**config.mk**
```make
export PLATFORM = sky130hd
export DESIGN_NAME = fifo_burst_reader
export DESIGN_NICKNAME = d
export VERILOG_FILES = /design/src/rtl/fifo_pkg.sv /design/src/rtl/stream_skid_buf.sv /design/src/rtl/fifo_burst_reader.sv
export SDC_FILE = /design/constraint.sdc
export NUM_CORES = 1
export LEC_CHECK = 0
export CAP_MARGIN = 20
export CORE_ASPECT_RATIO = 1.25
export CORE_MARGIN = 5
export CORE_UTILIZATION = 52
export CTS_BUF_LIST = sky130_fd_sc_hd__clkbuf_4 sky130_fd_sc_hd__clkbuf_8
export DETAILED_ROUTE_END_ITERATION = 6
export PLACE_DENSITY_LB_ADDON = 0.25
export RECOVER_POWER = 100
export SYNTH_ARGS = -nofsm -noshare
export SYNTH_HDL_FRONTEND = slang
export SYNTH_HIERARCHICAL = 1
export SYNTH_SLANG_ARGS = --single-unit
```
**constraint.sdc**
```tcl
create_clock -name i_clk -period 4.8 [get_ports i_clk]
set_clock_uncertainty 0.15 [all_clocks]
set_input_delay 0.48 -clock i_clk [delete_from_list [all_inputs] [get_ports i_clk]]
set_output_delay 0.48 -clock i_clk [all_outputs]
set_load 0.005 [all_outputs]
```
**src/rtl/fifo_pkg.sv**
```systemverilog
// fifo_pkg
// Shared definitions for the FIFO read-side logic.
//   burst_state_t : burst reader FSM encoding (IDLE / BURST / DRAIN).
//   cnt_width()   : width of a FIFO occupancy count for a given depth.
//                   It is one bit wider than the address so "full" is representable.
// The beat record {data, last} depends on the data width.
// SystemVerilog-2012 packages cannot be parameterised, so each user declares
// that struct locally with its own DATA_WIDTH.
package fifo_pkg;

  typedef enum logic [1:0] {
    ST_IDLE  = 2'd0,
    ST_BURST = 2'd1,
    ST_DRAIN = 2'd2
  } burst_state_t;

  function automatic int cnt_width(input int depth);
    return $clog2(depth) + 1;
  endfunction

endpackage

```
**src/rtl/stream_skid_buf.sv**
```systemverilog
// stream_skid_buf
// Two-entry first-in first-out buffer with a valid/ready output stream.
//   i_clk, i_rst : clock, asynchronous active-high reset
//   i_valid      : write strobe
//   i_data       : write data
//   o_valid      : head entry present (occupancy != 0)
//   o_data       : head entry
//   i_ready      : downstream accepts the head this cycle
//   o_occ        : current occupancy, 0..2
//
// There is no write-side ready. The writer must budget its writes against
// o_occ, for example by using credits. A write at occupancy 2 is legal only
// if the head is popped in the same cycle.
// Handshake: a beat transfers on a rising clock edge when o_valid && i_ready.
// While o_valid is high and i_ready is low, o_data holds steady.
module stream_skid_buf #(
  parameter int WIDTH = 8
) (
  input  logic             i_clk,
  input  logic             i_rst,
  input  logic             i_valid,
  input  logic [WIDTH-1:0] i_data,
  output logic             o_valid,
  output logic [WIDTH-1:0] o_data,
  input  logic             i_ready,
  output logic [1:0]       o_occ
);

  logic [WIDTH-1:0] mem [2];
  logic             wr_ptr;
  logic             rd_ptr;
  logic [1:0]       occ;
  logic             pop;

  assign o_valid = (occ != 2'd0);
  assign pop     = o_valid && i_ready;
  assign o_data  = mem[rd_ptr];
  assign o_occ   = occ;

  // At occupancy 2 with a simultaneous pop, wr_ptr equals rd_ptr.
  // The head is read combinationally before this edge overwrites it, so the
  // write is safe.
  always_ff @(posedge i_clk or posedge i_rst) begin
    if (i_rst) begin
      mem[0] <= '0;
      mem[1] <= '0;
      wr_ptr <= 1'b0;
      rd_ptr <= 1'b0;
      occ    <= 2'd0;
    end else begin
      if (i_valid) begin
        mem[wr_ptr] <= i_data;
        wr_ptr      <= ~wr_ptr;
      end
      if (pop) begin
        rd_ptr <= ~rd_ptr;
      end
      occ <= occ + {1'b0, i_valid} - {1'b0, pop};
    end
  end

endmodule

```
**src/rtl/fifo_burst_reader.sv**
```systemverilog
// fifo_burst_reader
// Pops the synchronous FIFO and re-emits its words as a valid/ready stream.
// The stream is framed into bursts of BURST_LEN beats. The final beat of
// each burst carries o_last.
//   i_clk, i_rst   : clock, asynchronous active-high reset
//   i_fifo_empty   : FIFO empty flag
//   i_fifo_count   : FIFO occupancy
//   i_fifo_data    : FIFO read data, valid one cycle after an accepted pop
//   o_fifo_rd_en   : FIFO pop request (never raised while empty)
//   i_flush        : level; lets a short burst start when count < BURST_LEN
//   o_valid/o_data/o_last/i_ready : output beat stream
//   o_busy         : FSM is not IDLE
//   o_burst_done   : wrapping count of completed bursts
//   o_state        : FSM state, for debug and checkers
// Stream handshake: a beat transfers on a rising edge with o_valid && i_ready.
// Once o_valid is high, o_data and o_last hold until the beat is accepted.
module fifo_burst_reader
  import fifo_pkg::*;
#(
  parameter  int DATA_WIDTH = 64,
  parameter  int DEPTH      = 512,
  parameter  int BURST_LEN  = 16,
  localparam int CNT_W      = cnt_width(DEPTH)
) (
  input  logic                  i_clk,
  input  logic                  i_rst,
  input  logic                  i_fifo_empty,
  input  logic [CNT_W-1:0]      i_fifo_count,
  input  logic [DATA_WIDTH-1:0] i_fifo_data,
  output logic                  o_fifo_rd_en,
  input  logic                  i_flush,
  output logic                  o_valid,
  output logic [DATA_WIDTH-1:0] o_data,
  output logic                  o_last,
  input  logic                  i_ready,
  output logic                  o_busy,
  output logic [15:0]           o_burst_done,
  output burst_state_t          o_state
);

  typedef struct packed {
    logic [DATA_WIDTH-1:0] data;
    logic                  last;
  } beat_t;

  localparam logic [CNT_W-1:0] BURST_LEN_C = CNT_W'(BURST_LEN);

  burst_state_t     state_q, state_d;
  logic [CNT_W-1:0] rem_q, rem_d;
  logic             inflight_q;
  logic             inflight_last_q;
  logic [15:0]      done_q;
  logic             done_inc;
  logic             rd_en;

  beat_t            wr_beat;
  beat_t            head;
  logic             buf_valid;
  logic [1:0]       occ;
  logic             pop;
  logic [2:0]       credit;
  logic             credit_ok;

  // The buffer holds beats already stored plus the read still in flight.
  // A new pop is issued only if, after this cycle's drain, it still fits in
  // the 2-entry buffer. pop implies occ >= 1, so the subtraction cannot wrap.
  assign pop       = buf_valid && i_ready;
  assign credit    = {1'b0, occ} + {2'b0, inflight_q};
  assign credit_ok = (credit - {2'b0, pop}) <= 3'd1;

  always_comb begin
    state_d  = state_q;
    rem_d    = rem_q;
    rd_en    = 1'b0;
    done_inc = 1'b0;
    case (state_q)
      ST_IDLE: begin
        if (i_fifo_count >= BURST_LEN_C) begin
          state_d = ST_BURST;
          rem_d   = BURST_LEN_C;
        end else if (i_flush && !i_fifo_empty && (i_fifo_count != '0)) begin
          // A short burst takes exactly the words stored right now.
          state_d = ST_BURST;
          rem_d   = i_fifo_count;
        end
      end
      ST_BURST: begin
        rd_en = (rem_q != '0) && !i_fifo_empty && credit_ok;
        if (rd_en) begin
          rem_d = rem_q - 1'b1;
        end
        if ((rem_q == '0) || (rd_en && (rem_q == CNT_W'(1)))) begin
          state_d = ST_DRAIN;
        end
      end
      ST_DRAIN: begin
        if (pop && head.last) begin
          state_d  = ST_IDLE;
          done_inc = 1'b1;
        end
      end
      default: state_d = ST_IDLE;
    endcase
  end

  always_ff @(posedge i_clk or posedge i_rst) begin
    if (i_rst) begin
      state_q         <= ST_IDLE;
      rem_q           <= '0;
      inflight_q      <= 1'b0;
      inflight_last_q <= 1'b0;
      done_q          <= '0;
    end else begin
      state_q         <= state_d;
      rem_q           <= rem_d;
      inflight_q      <= rd_en;
      // Tag the word now: the final read of the burst becomes the last beat.
      inflight_last_q <= rd_en && (rem_q == CNT_W'(1));
      done_q          <= done_q + {15'd0, done_inc};
    end
  end

  assign wr_beat = '{data: i_fifo_data, last: inflight_last_q};

  stream_skid_buf #(
    .WIDTH($bits(beat_t))
  ) u_buf (
    .i_clk  (i_clk),
    .i_rst  (i_rst),
    .i_valid(inflight_q),
    .i_data (wr_beat),
    .o_valid(buf_valid),
    .o_data (head),
    .i_ready(i_ready),
    .o_occ  (occ)
  );

  assign o_fifo_rd_en = rd_en;
  assign o_valid      = buf_valid;
  assign o_data       = head.data;
  assign o_last       = buf_valid && head.last;
  assign o_busy       = (state_q != ST_IDLE);
  assign o_burst_done = done_q;
  assign o_state      = state_q;

endmodule

```
# --- After elaboration in Yosys (flattened, before gate mapping) ---
# Index checks and enable logic that the tools add are counted.
word_totals:
  ff_bits: 164
  inputBits: 79
classes:
  addsub: 6
  order_cmp: 5
  eq_ne: 7
  muxes: 18
  bitwise_logic: 4
  n_reduce_logical: 21
ops:
  columns: ["cell", "n"]
  rows:
  - ["65-bit two-way mux", 4]
  - ["130-bit bitwise mux", 1]
  - ["65-bit demux with 1-bit select", 1]
  - ["10-bit two-way mux", 3]
  - ["10-bit one-hot mux with 2 select lines", 1]
  - ["10-bit nonzero test", 2]
  - ["16-bit by 1-bit adder with 16-bit output", 1]
  - ["10-bit by 1-bit equality test with 1-bit output (second input constant)", 1]
  - ["10-bit by 5-bit >= comparator with 1-bit output (second input constant)", 1]
  - ["1-bit logical AND", 10]
  - ["10-bit zero test", 1]
  - ["10-bit by 1-bit subtractor with 10-bit output (second input constant)", 1]
  - ["2-bit two-way mux", 4]
  - ["2-bit inequality test (second input constant)", 3]
  - ["2-bit one-hot mux with 3 select lines", 1]
  - ["3-bit AND reduction", 2]
  - ["2-bit nonzero test", 3]
  - ["2-bit >= comparator (second input constant)", 2]
  - ["1-bit NOT with 2-bit output", 2]
  - ["2-bit by 1-bit adder with 3-bit output", 1]
  - ["3-bit by 1-bit less-or-equal comparator with 1-bit output (second input constant)", 1]
  - ["1-bit two-way mux", 3]
  - ["3-bit inequality test (second input constant)", 1]
  - ["3-bit by 1-bit subtractor with 3-bit output", 1]
  - ["other kinds (9)", 10]

# --- Longest topological paths before layout ---
# Gate-level depths: netlist of run 1.
depth:
  ltp_word: 9
  ltp_mapped: 13

# --- Modules after synthesis ---
# Netlist of run 1, hierarchy kept.
by_module_without_submodules:
  columns: ["mod", "instances", "cells_per_inst", "area_each_um2", "seq_area_each_um2"]
  rows:
  - ["stream_skid_buf", 1, 363, 5814.3, 3353.2]
  - ["fifo_burst_reader", 1, 163, 1654.1, 750.7]

# --- Worst setup path after synthesis of run 1 ---
# Ideal clock, no wire load.
synth_timing:
  path_type: "register -> output"
  from: "reg u_buf.occ[1] (netlist: u_buf/o_occ[1])"
  to: "out o_fifo_rd_en"
  arrival_time_ns: 2.559
  required_time_ns: 4.170
  path_slack_ns: 1.611
  path_stages_with_launch: 11
  cell_sequence: "dfrtp_1 or2_2 and2_1 ha_1 inv_1 ha_1 inv_1 fa_1 xor2_1 nor4b_4 and2_2"
synth_between:
  elab_chain_len: 6
  word_cells_on_any_way: 7
synth_rtl:
  columns: ["item", "line", "text"]
  rows:
  - ["start: declaration", "stream_skid_buf.sv:32", "logic [1:0] occ;"]
  - ["start signal: assignment", "stream_skid_buf.sv:58", "occ <= occ + {1'b0, i_valid} - {1'b0, pop};"]
  - ["2-bit nonzero test", "stream_skid_buf.sv:35", "assign o_valid = (occ != 2'd0);"]
  - ["net o_valid", "fifo_burst_reader.sv:32", "output logic o_valid,"]
  - ["1-bit logical AND", "fifo_burst_reader.sv:67", "assign pop = buf_valid && i_ready;"]
  - ["3-bit by 1-bit subtractor with 3-bit output", "fifo_burst_reader.sv:69", "assign credit_ok = (credit - {2'b0, pop}) <= 3'd1;"]
  - ["3-bit by 1-bit less-or-equal comparator with 1-bit output", "fifo_burst_reader.sv:69", null]
  - ["1-bit logical AND", "fifo_burst_reader.sv:88", "rd_en = (rem_q != '0) && !i_fifo_empty && credit_ok;"]
  - ["1-bit two-way mux", "fifo_burst_reader.sv:76", "case (state_q)"]
  - ["end: declaration", "fifo_burst_reader.sv:30", "output logic o_fifo_rd_en,"]
# The timed path passes the listed nets, and every way through them passes these cells.

# --- Worst setup path after layout of run 1 ---
layout_timing:
  from: "reg u_buf.occ[1] (netlist: u_buf/o_occ[1])"
  to: "out o_fifo_rd_en"
layout_between:
  elab_chain_len: 6
  word_cells_on_any_way: 7
layout_rtl:
  columns: ["item", "line"]
  rows:
  - ["branches (longest 2 deep; another with 2-bit by 1-bit adder with 3-bit output)", null]
  - ["3-bit by 1-bit subtractor with 3-bit output *", "fifo_burst_reader.sv:69"]
  - ["3-bit by 1-bit less-or-equal comparator with 1-bit output *", "fifo_burst_reader.sv:69"]
  - ["1-bit logical AND *", "fifo_burst_reader.sv:88"]
  - ["1-bit two-way mux *", "fifo_burst_reader.sv:76"]
# Mark *: on every way between the ends.

==> results of run 1 <==
-- power groups by stage --
stage	combinational [mW]	clock, mW	sequential (mW)
floorplan	1.56	0	2.21
global placement	2.58	0	2.28
detailed placement	2.67	0	2.35
CTS	2.69	0.964	2.32
global route	2.70	1.01	2.39
finish	2.47	0.929	2.31
-- cell usage after synthesis (3+ instances only) --
cell and instances:
xnor2_1 9, o21ai_0 6, nand2_1 7, mux2_2 145, dfrtp_1 164, nor2_1 19
buf_6 12, buf_2 10, ha_1 8, nor3_1 3, nand2b_1 3, and2_1 4
inv_1 15, a21oi_1 8, nand3_1 9, mux2_1 50, xor2_1 13, nand4_1 6
-- through the flow --
stage          instance area, µm²  setup WS (ns)
4_1_cts                      9610         0.3201
5_1_grt                      9535         0.1513
3_5_place_dp                 9243         0.6828
6_report                     9535         0.3109
3_3_place_gp                 9195         0.8072
2_1_floorplan                7468         0.5872
-- cell families after synthesis --
logic type	synth area share [%]
xor gates and xnor gates	2.580
and+or+nand+nor	5.713
muxes	29.54
adders and majority gates	1.608
DFF	54.95
buffers and inverters	3.384
AOI/OAI and AO/OA	2.228
-- cells in the final DEF, fill, tap and decap left out, drive strengths merged, types with 2 or more instances in the layout --
master	count
o21a	2
clkinvlp	5
a21oi	8
nor3	4
clkinv	5
nor2	19
nand2b	3
nor4	4
dlygate4sd3	82
a22oi	2
or2	2
dfrtp	164
and2	5
nand3	9
clkdlybuf4s50	82
clkbuf	29
xor2	13
nor3b	2
mux2	195
a31oi	2
nand2	7
inv	16
ha	8
nand4	6
xnor2	9
o21ai	7
-- critical path: stages, from the launching register on --
cell,delay (ns)
dfrtp_1,0.47
or2_2,0.35
and2_0,0.16
ha_1,0.27
inv_1,0.06
ha_1,0.14
inv_1,0.05
fa_1,0.38
xor2_1,0.22
nor4b_4,0.42
and2_2,0.29
dlygate4sd3_1,0.60
-- cell type report --
type / instances / area, µm² / share of cell area, %
sequential: 164 / 4104 / 43.04
multi-input combinational: 323 / 3102 / 32.53
timing repair buffer: 174 / 1682 / 17.64
clock buffer: 19 / 261.5 / 2.742
tap: 178 / 222.7 / 2.336
clock inverter: 12 / 106.4 / 1.115
inverter: 15 / 57.56 / 0.6036
-- flip-flops by register name, indices dropped and copies added (netlist names) --
signal           count
inflight_q           1
inflight_last_q      1
u_buf/wr_ptr         1
u_buf/mem          130
o_burst_done        16
u_buf/o_occ          2
rem_q               10
u_buf/rd_ptr         1
o_state              2
-- routing by layer --
metal	vias to the layer above	global-route usage [%]	share of wire (%)	wire, µm
li1	2194	-	-	-
met1	2405	23.73	40	6449
met2	149	34.12	51	8342
met3	21	6.279	7.2	1175
met4	0	7.488	1.8	294
met5	-	0	0	0
-- worst min path at each step --
stage | startpoint | to | cells past startpoint
3_5_place_dp | o_burst_done[15]$_DFF_PP0_ | o_burst_done[15]$_DFF_PP0_ | 1
6_report | i_rst | u_buf/o_occ[1]$_DFF_PP0_ | 2
5_1_grt | i_rst | u_buf/o_occ[1]$_DFF_PP0_ | 2
4_1_cts | o_burst_done[15]$_DFF_PP0_ | o_burst_done[15]$_DFF_PP0_ | 1
3_3_place_gp | o_burst_done[15]$_DFF_PP0_ | o_burst_done[15]$_DFF_PP0_ | 1
2_1_floorplan | inflight_last_q$_DFF_PP0_ | u_buf/mem[0]$_DFFE_PP0P_ | 1
==> metrics.txt, run 1 <==
outcome finished, violations left; violated checks max-capacitance violations, max-slew violations; total chip power 5.708 mW; Critical Path RT 4.17 ns; Clock Path Buffers 2; yosys warns 6; Worst-path clk slew 0.08 ns; Die Y 144.0 µm; drt pass-1 iters 4; diode count 0; crit start category register; fin util around two thirds; largest net degree at the start of global routing 79; Worst-Margin Slew around 2.1 ns; Final Max Slew Viols 160; CTS Hold Bufs 0; die area 0.01687 mm²; sw frac 30.87%; top cell type's share of synthesized area a little over half; gr usage total 20.07%; post-route clock period utilization between 90 and 100%; Comb power frac 43.2%; via count 4769; WL/cell 18.38 µm; final setup vio count 0; Synth Instances 526; ys async rst share 100.0%; Max Freq 0.2228 GHz; Crit. End Element primary output; initial antenna violation count 0; final WL roughly 16 mm; worst-path fanout max 6; Die Width between 100 and 150 µm; P_int between 3 and 4 mW; max-cap violation count 4; # port buffers 164; DRC 0; Via density 5.389; Clk pwr share between 10% and 20%; Root Driver clkbuf_8; Post-synth top flop dfrtp_1; number of buffers created by CTS 17; Setup crit end o_fifo_rd_en; RSZ-0062 raised after global routing false; FF+latch count, synth around 160; power density over the cells 598.6 mW/mm²; Net Switching 1.762 mW; end of the worst register-to-register path u_buf/mem[93]$_DFFE_PP0P_; Synth Area per Inst 14.20 µm²; number of global-route vias before repair 5340; WS Path Type reg -> out; Nets around 800; Reg2Reg Setup Slack 1.17 ns; share of layout cells above drive strength 1 a little over a quarter; first-pass GRT wire length 26.36 mm; postcts setup bufs 0; P&R area growth vs syn 27.68%; final number of hold-violating endpoints 0; Iter 0 DRT Violations 180; top cell type by total area after synthesis dfrtp_1; sequential share of power between 40% and 50%; Hold Slack about 0.29 ns; crit path from u_buf/o_occ[1]$_DFF_PP0_; TritonCTS clock tree done; # resized after CTS 0; Layout Cells excl Fill 885; row count 49; total gr overflow 0; Synth area leaders dfrtp_1 55%, mux2_2 22%, mux2_1 7.5%; Placed Instances 852; sequential area share after synthesis 54.95%; Starting Density 52.51%; post-synthesis cell type count 50; Tmin final 4.489 ns; core area 0.01422 mm²; Reg-to-Reg Start inflight_q$_DFF_PP0_; syn nets 614; GPL Wtd Cong 0.7970; Post-DP HPWL ~12 mm; VDD IR max 0.0003358 V; Leak 4.180 nW; EDFF count, synth 0; filler instances 1053; R2R cell count 3; Skew-Pair Late Insertion Delay 0.45 ns; CP arrival 3.86 ns; I/O pin count ~170; Rel. slew slack -39.87%; HP Class in -> async; H-tree depth 4; clk sinks 164; ANT nets after route 0; total negative slack 0 ns; synthesized area 0.007468 mm²
(Power assumes the default switching activity.)
==> run 2, diff against run 1 <==
--- a/config.mk
+++ b/config.mk
@@ -12,7 +12,6 @@
 export CTS_BUF_LIST = sky130_fd_sc_hd__clkbuf_4 sky130_fd_sc_hd__clkbuf_8
 export DETAILED_ROUTE_END_ITERATION = 6
 export PLACE_DENSITY_LB_ADDON = 0.25
-export RECOVER_POWER = 100
 export SYNTH_ARGS = -nofsm -noshare
 export SYNTH_HDL_FRONTEND = slang
 export SYNTH_HIERARCHICAL = 1
==> run 2 against run 1 <==
  * The flow now finishes without violations
  * First-iteration DRC count decreased by 4.4%
  * Wire length up 0.15%
  * Setup slack gained 0.054 ns
  * Flip-flop and latch count did not move
  * Cell area is 1.3% higher
  * Clock power grew 0.4%
  * Core utilization grew 0.86 points
  * Sequential power hardly changed
  * Maximum frequency increased by 1.2%
  * Count of clock-buffer cells in the layout unchanged
  * Largest power group unchanged
==> metrics.txt, run 2 (synthesis gave the netlist of run 1 again) <==
number of buffers created by CTS 17 (unchanged); Worst-Margin Slew 0.6821 ns (-1.416 ns); Placed Instances 852 (unchanged); Starting Density 52.51% (unchanged); Worst Slack Setup Final 0.3646 ns (+0.05376 ns); share of layout cells above drive strength 1 28.71% (+2.4 points); Iter 0 DRT Violations 172 (-4.4%); CP delay by family, top simple AND/OR/NAND/NOR gates; drt pass-1 iters 4 (unchanged); gr usage total 20.07% (unchanged); row count 49 (unchanged); Leak 4.132 nW (-1.1%); die area 0.01687 mm² (unchanged); fin util 67.90% (+0.86 points); Crit. End Element primary output; Worst-path clk slew 0.08 ns (about the same); P&R area growth vs syn 29.32%; Die Width 117.2 µm (unchanged); core area 0.01422 mm² (unchanged); Crit path largest cell delay 0.53 ns (-0.07 ns); Worst Path Buf+Inv 3 (unchanged); Nets 783 (unchanged); Rel. slew slack 54.47% (+94 points); worst-path fanout max 6 (unchanged); CTS Hold Bufs 0 (unchanged); GPL Wtd Cong 0.7970 (unchanged); # resized after CTS 0 (unchanged); ANT nets after route 0 (unchanged); filler instances 1033 (-1.9%); Cell Chain, Critical Path or2_2, and2_1, ha_1, inv_1, ha_1, inv_1, fa_1, xor2_1, nor4b_4, and2_2, clkdlybuf4s50_1; register with the most flip-flops u_buf/mem; WL/cell 18.40 µm (+0.15%); CP arrival 3.81 ns (-0.05 ns); Tmin final 4.435 ns (-0.05376 ns); crit start category register; post-route clock period utilization 92.40% (-1.1 points); R2R cell count 11 (+8); number of global-route vias before repair 5340 (unchanged); DRC 0 (unchanged); Root Driver clkbuf_8; via count 4759 (-0.21%); total negative slack 0 ns (unchanged); register area 0.004105 mm² (about the same); Critical Path RT 4.17 ns (about the same); first-pass GRT wire length 26.36 mm (unchanged); Layout Cells excl Fill 885 (unchanged); commonest non-fill, non-tap cell in the layout clkdlybuf4s50_1; Clock Path Buffers 2 (unchanged); WS Path Type reg -> out; largest net degree at the start of global routing 79 (unchanged); I/O pin count 165 (unchanged); total gr overflow 0 (unchanged); Die Y 144.0 µm (unchanged); diode count 0 (unchanged); initial antenna violation count 0 (unchanged); Via density 5.377 (-0.21%); Post-DP HPWL 11.64 mm (unchanged); Critical Path Stages 11 (unchanged); final number of hold-violating endpoints 0 (unchanged); max reg flops 130 (unchanged); Slowest cell on crit path clkdlybuf4s50_1; HP Class in -> async; power density over the cells 611.5 mW/mm² (+2.2%); RSZ-0062 raised after global routing false; Skew-Pair Late Insertion Delay 0.45 ns (about the same); VDD IR max 0.0003628 V (+8.0%); TritonCTS clock tree done; total chip power 5.906 mW (+3.5%); Max Freq 0.2255 GHz (+1.2%); postcts setup bufs 0 (unchanged); final setup vio count 0 (unchanged); clk sinks 164 (unchanged); Place WS 0.6828 ns (unchanged); outcome complete, no violations; area of the multi-input gates 0.003122 mm² (+0.65%); # port buffers 164 (unchanged); Final Max Slew Viols 0 (-100%); H-tree depth 4 (unchanged); max-cap violation count 0 (-4); commonest cells after routing, fill and taps aside 164 x clkdlybuf4s50_1, 163 x dfrtp_1, 145 x mux2_2; final WL 16.29 mm (+0.15%)
==> run 2: through the flow <==
step	hold slack, ns	instance area [µm²]
final	0.1457	9658
after global routing	0.1325	9658
after CTS	0.3368	9610
after detailed placement	0.3206	9243
after global placement	0.3077	9195
after floorplan	0.3022	7468
==> run 2: area by class of cell <==
type / count / area share, %
timing repair buffer: 174 / 18.45
sequential: 164 / 42.51
clock inverter: 12 / 1.101
inverter: 15 / 0.6089
tap: 178 / 2.306
clock buffer: 19 / 2.708
multi-input combinational: 323 / 32.32
==> run 2: per-layer routing <==
| layer | vias up | wire length, µm | GRT usage (%) |
|---|---|---|---|
| met3 | 24 | 1203 | 6.279 |
| met1 | 2395 | 6447 | 23.73 |
| li1 | 2196 | - | - |
| met4 | 0 | 321 | 7.488 |
| met5 | - | 0 | 0 |
| met2 | 144 | 8314 | 34.12 |
==> run 2: power breakdown <==
group          switching (mW)  leakage [nW]  total [mW]  internal (mW)
logic                   0.944          1.94        2.65           1.71
clock network           0.499         0.180       0.933          0.434
registers               0.352          2.01        2.32           1.97
total                    1.79          4.13        5.91           4.11
==> run 2: worst paths after layout <==
path / startpoint / endpoint / slack [ns]
setup reg to reg: u_buf/o_occ[1]$_DFF_PP0_ / rem_q[2]$_DFFE_PP0P_ / 1.41
hold / removal: i_rst / u_buf/o_occ[1]$_DFF_PP0_ / 0.15
setup / recovery: u_buf/o_occ[1]$_DFF_PP0_ / o_fifo_rd_en / 0.36
hold reg to reg: o_burst_done[15]$_DFF_PP0_ / o_burst_done[15]$_DFF_PP0_ / 0.33
min in group i_clk: o_burst_done[15]$_DFF_PP0_ / o_burst_done[15]$_DFF_PP0_ / 0.33
max in group asynchronous: i_rst / o_burst_done[0]$_DFF_PP0_ / 3.61
==> run 2: worst reg2reg max path: cells and delay by family, from the launching register on <==
kind / cells / cell delay (ns)
compound gates: 2 / 0.59
fa+ha+maj: 3 / 0.79
flops: 1 / 0.47
xor+xnor: 1 / 0.22
simple gates: 3 / 0.95
buf+inv: 2 / 0.11
==> run 3, diff against run 2 <==
--- a/config.mk
+++ b/config.mk
@@ -5,7 +5,6 @@
 export SDC_FILE = /design/constraint.sdc
 export NUM_CORES = 1
 export LEC_CHECK = 0
-export CAP_MARGIN = 20
 export CORE_ASPECT_RATIO = 1.25
 export CORE_MARGIN = 5
 export CORE_UTILIZATION = 52
==> run 3 against run 2 <==
  * Total power grew 1.6%
  * Setup slack lost 0.093 ns
  * Non-clock buffer count shrank 4
  * Largest cell class unchanged
  * Sequential share of layout area grew 0.18 points
  * Cell area shrank 0.43%
  * Critical path depth is the same
  * Maximum frequency shrank 2.1%
  * Register-to-register slack lost 0.07 ns
  * First-iteration DRC count grew 12%
==> metrics.txt, run 3 (synthesis gave the netlist of run 1 again) <==
GPL Wtd Cong 0.7970 (unchanged); number of global-route vias before repair 5392 (+0.97%); final WL 16.33 mm (+0.26%); Root Driver clkbuf_8; worst-path fanout max 6 (unchanged); WS Path Type reg -> out; DRC 0 (unchanged); H-tree depth 4 (unchanged); Via density 5.467 (+1.7%); RSZ-0062 raised after global routing false; outcome complete, no violations; crit start category register; drt pass-1 iters 4 (unchanged); Nets 779 (-0.51%); # port buffers 164 (unchanged); Starting Density 52.51% (unchanged); largest net degree at the start of global routing 79 (unchanged); VDD IR max 0.0002806 V (-23%); Critical Path RT 4.17 ns (about the same); final setup vio count 0 (unchanged); Final Max Slew Viols 0 (unchanged); max reg flops 130 (unchanged); Crit. End Element primary output; Max Freq 0.2208 GHz (-2.1%); Skew-Pair Late Insertion Delay 0.45 ns (about the same); Hold Slack 0.3250 ns (+0.1793 ns); power density over the cells 623.8 mW/mm² (+2.0%); P&R area growth vs syn 28.77%; Worst Slack Setup Final 0.2714 ns (-0.09324 ns); Die Y 144.0 µm (unchanged); Placed Instances 850 (-0.23%); clk sinks 164 (unchanged); Worst-path clk slew 0.09 ns (about the same); R2R cell count 12 (+1); total chip power 5.999 mW (+1.6%); post-route cell area 0.009617 mm² (-0.43%); fin util 67.61% (-0.29 points); max-cap violation count 0 (unchanged); share of layout cells above drive strength 1 28.31% (-0.41 points); Iter 0 DRT Violations 192 (+12%); commonest non-fill, non-tap cell in the layout clkdlybuf4s50_1; CP arrival 3.90 ns (+0.09 ns); CTS Hold Bufs 0 (unchanged); total gr overflow 0 (unchanged); initial antenna violation count 0 (unchanged); Post-DP Area 0.009195 mm² (-0.51%); commonest cells after routing, fill and taps aside 164 x clkdlybuf4s50_1, 163 x dfrtp_1, 145 x mux2_2; Clock Path Buffers 2 (unchanged); row count 49 (unchanged); gr usage total 20.13% (+0.069 points); Rel. slew slack 16.72% (-38 points); diode count 0 (unchanged); first-pass GRT wire length 26.44 mm (+0.29%); Layout Cells excl Fill 881 (-0.45%); # resized after CTS 0 (unchanged); I/O pin count 165 (unchanged); register with the most flip-flops u_buf/mem; postcts setup bufs 0 (unchanged); WL/cell 18.53 µm (+0.72%); total negative slack 0 ns (unchanged); Place WS 0.6324 ns (-0.05047 ns); TritonCTS clock tree done; final number of hold-violating endpoints 0 (unchanged); core area 0.01422 mm² (unchanged); via count 4816 (+1.2%); Worst-Margin Slew 1.247 ns (+0.5644 ns); ANT nets after route 0 (unchanged); Reg-to-Reg Start u_buf/o_occ[1]$_DFF_PP0_; worst hold stages 1; Post-DP HPWL 11.54 mm (-0.88%); Leak 4.113 nW (-0.47%); min-delay src o_burst_done[15]$_DFF_PP0_; end of the worst register-to-register path rem_q[3]$_DFFE_PP0P_; HP Class reg -> reg; Die Width 117.2 µm (unchanged); Tmin final 4.529 ns (+0.09324 ns); number of buffers created by CTS 17 (unchanged); die area 0.01687 mm² (unchanged); post-route clock period utilization 94.35% (+1.9 points); Reg2Reg Setup Slack 1.34 ns (-0.07 ns); Worst Hold End o_burst_done[15]$_DFF_PP0_
-- run 3: cell types whose count changed in the layout (fill, tap and decap cells not counted), sizes merged --
cell,change
buf,-4
clkinvlp,-1
inv,-1
bufinv,+2
clkinv,-1
clkbuf,+1
-- run 3: per-layer routing --
metal	global-route usage [%]	part of all wire, %
met5	0	0
met4	8.394	2.2
met3	6.195	7.5
met2	34.74	52
met1	23.00	38
-- run 3: how the worst max path moves through the flow --
stage / from / to / cells after the start
5_1_grt: u_buf/o_occ[1]$_DFF_PP0_ / o_fifo_rd_en / 11
3_3_place_gp: i_ready / o_fifo_rd_en / 11
3_5_place_dp: i_ready / o_fifo_rd_en / 11
6_report: u_buf/o_occ[1]$_DFF_PP0_ / o_fifo_rd_en / 11
4_1_cts: u_buf/o_occ[1]$_DFF_PP0_ / o_fifo_rd_en / 11
2_1_floorplan: i_rst / u_buf/mem[0]$_DFFE_PP0P_ / 1
-- run 3: layout make-up --
cell class / count / area (µm²)
Sequential cell: 164 / 4105
Clock buffer: 20 / 269.0
Clock inverter: 11 / 152.6
Fill cell: 1063 / 4607
Tap cell: 178 / 222.7
Timing Repair Buffer: 170 / 1687
Multi-Input combinational cell: 323 / 3122
Inverter: 15 / 58.81
-- run 3: critical path: stages, from the launching register on --
cell and delay [ns]:
dfrtp_1 0.47, or2_2 0.35, and2_1 0.17, ha_1 0.29, inv_1 0.07, ha_1 0.14, inv_1 0.05, fa_1 0.38
xor2_1 0.22, nor4b_4 0.46, and2_2 0.30, clkdlybuf4s50_1 0.53
-- run 3: power by group --
group / leakage, nW / switching (mW) / internal (mW)
registers: 2.01 / 0.353 / 1.97
clock network: 0.205 / 0.496 / 0.548
logic: 1.89 / 0.937 / 1.70
total: 4.11 / 1.79 / 4.21
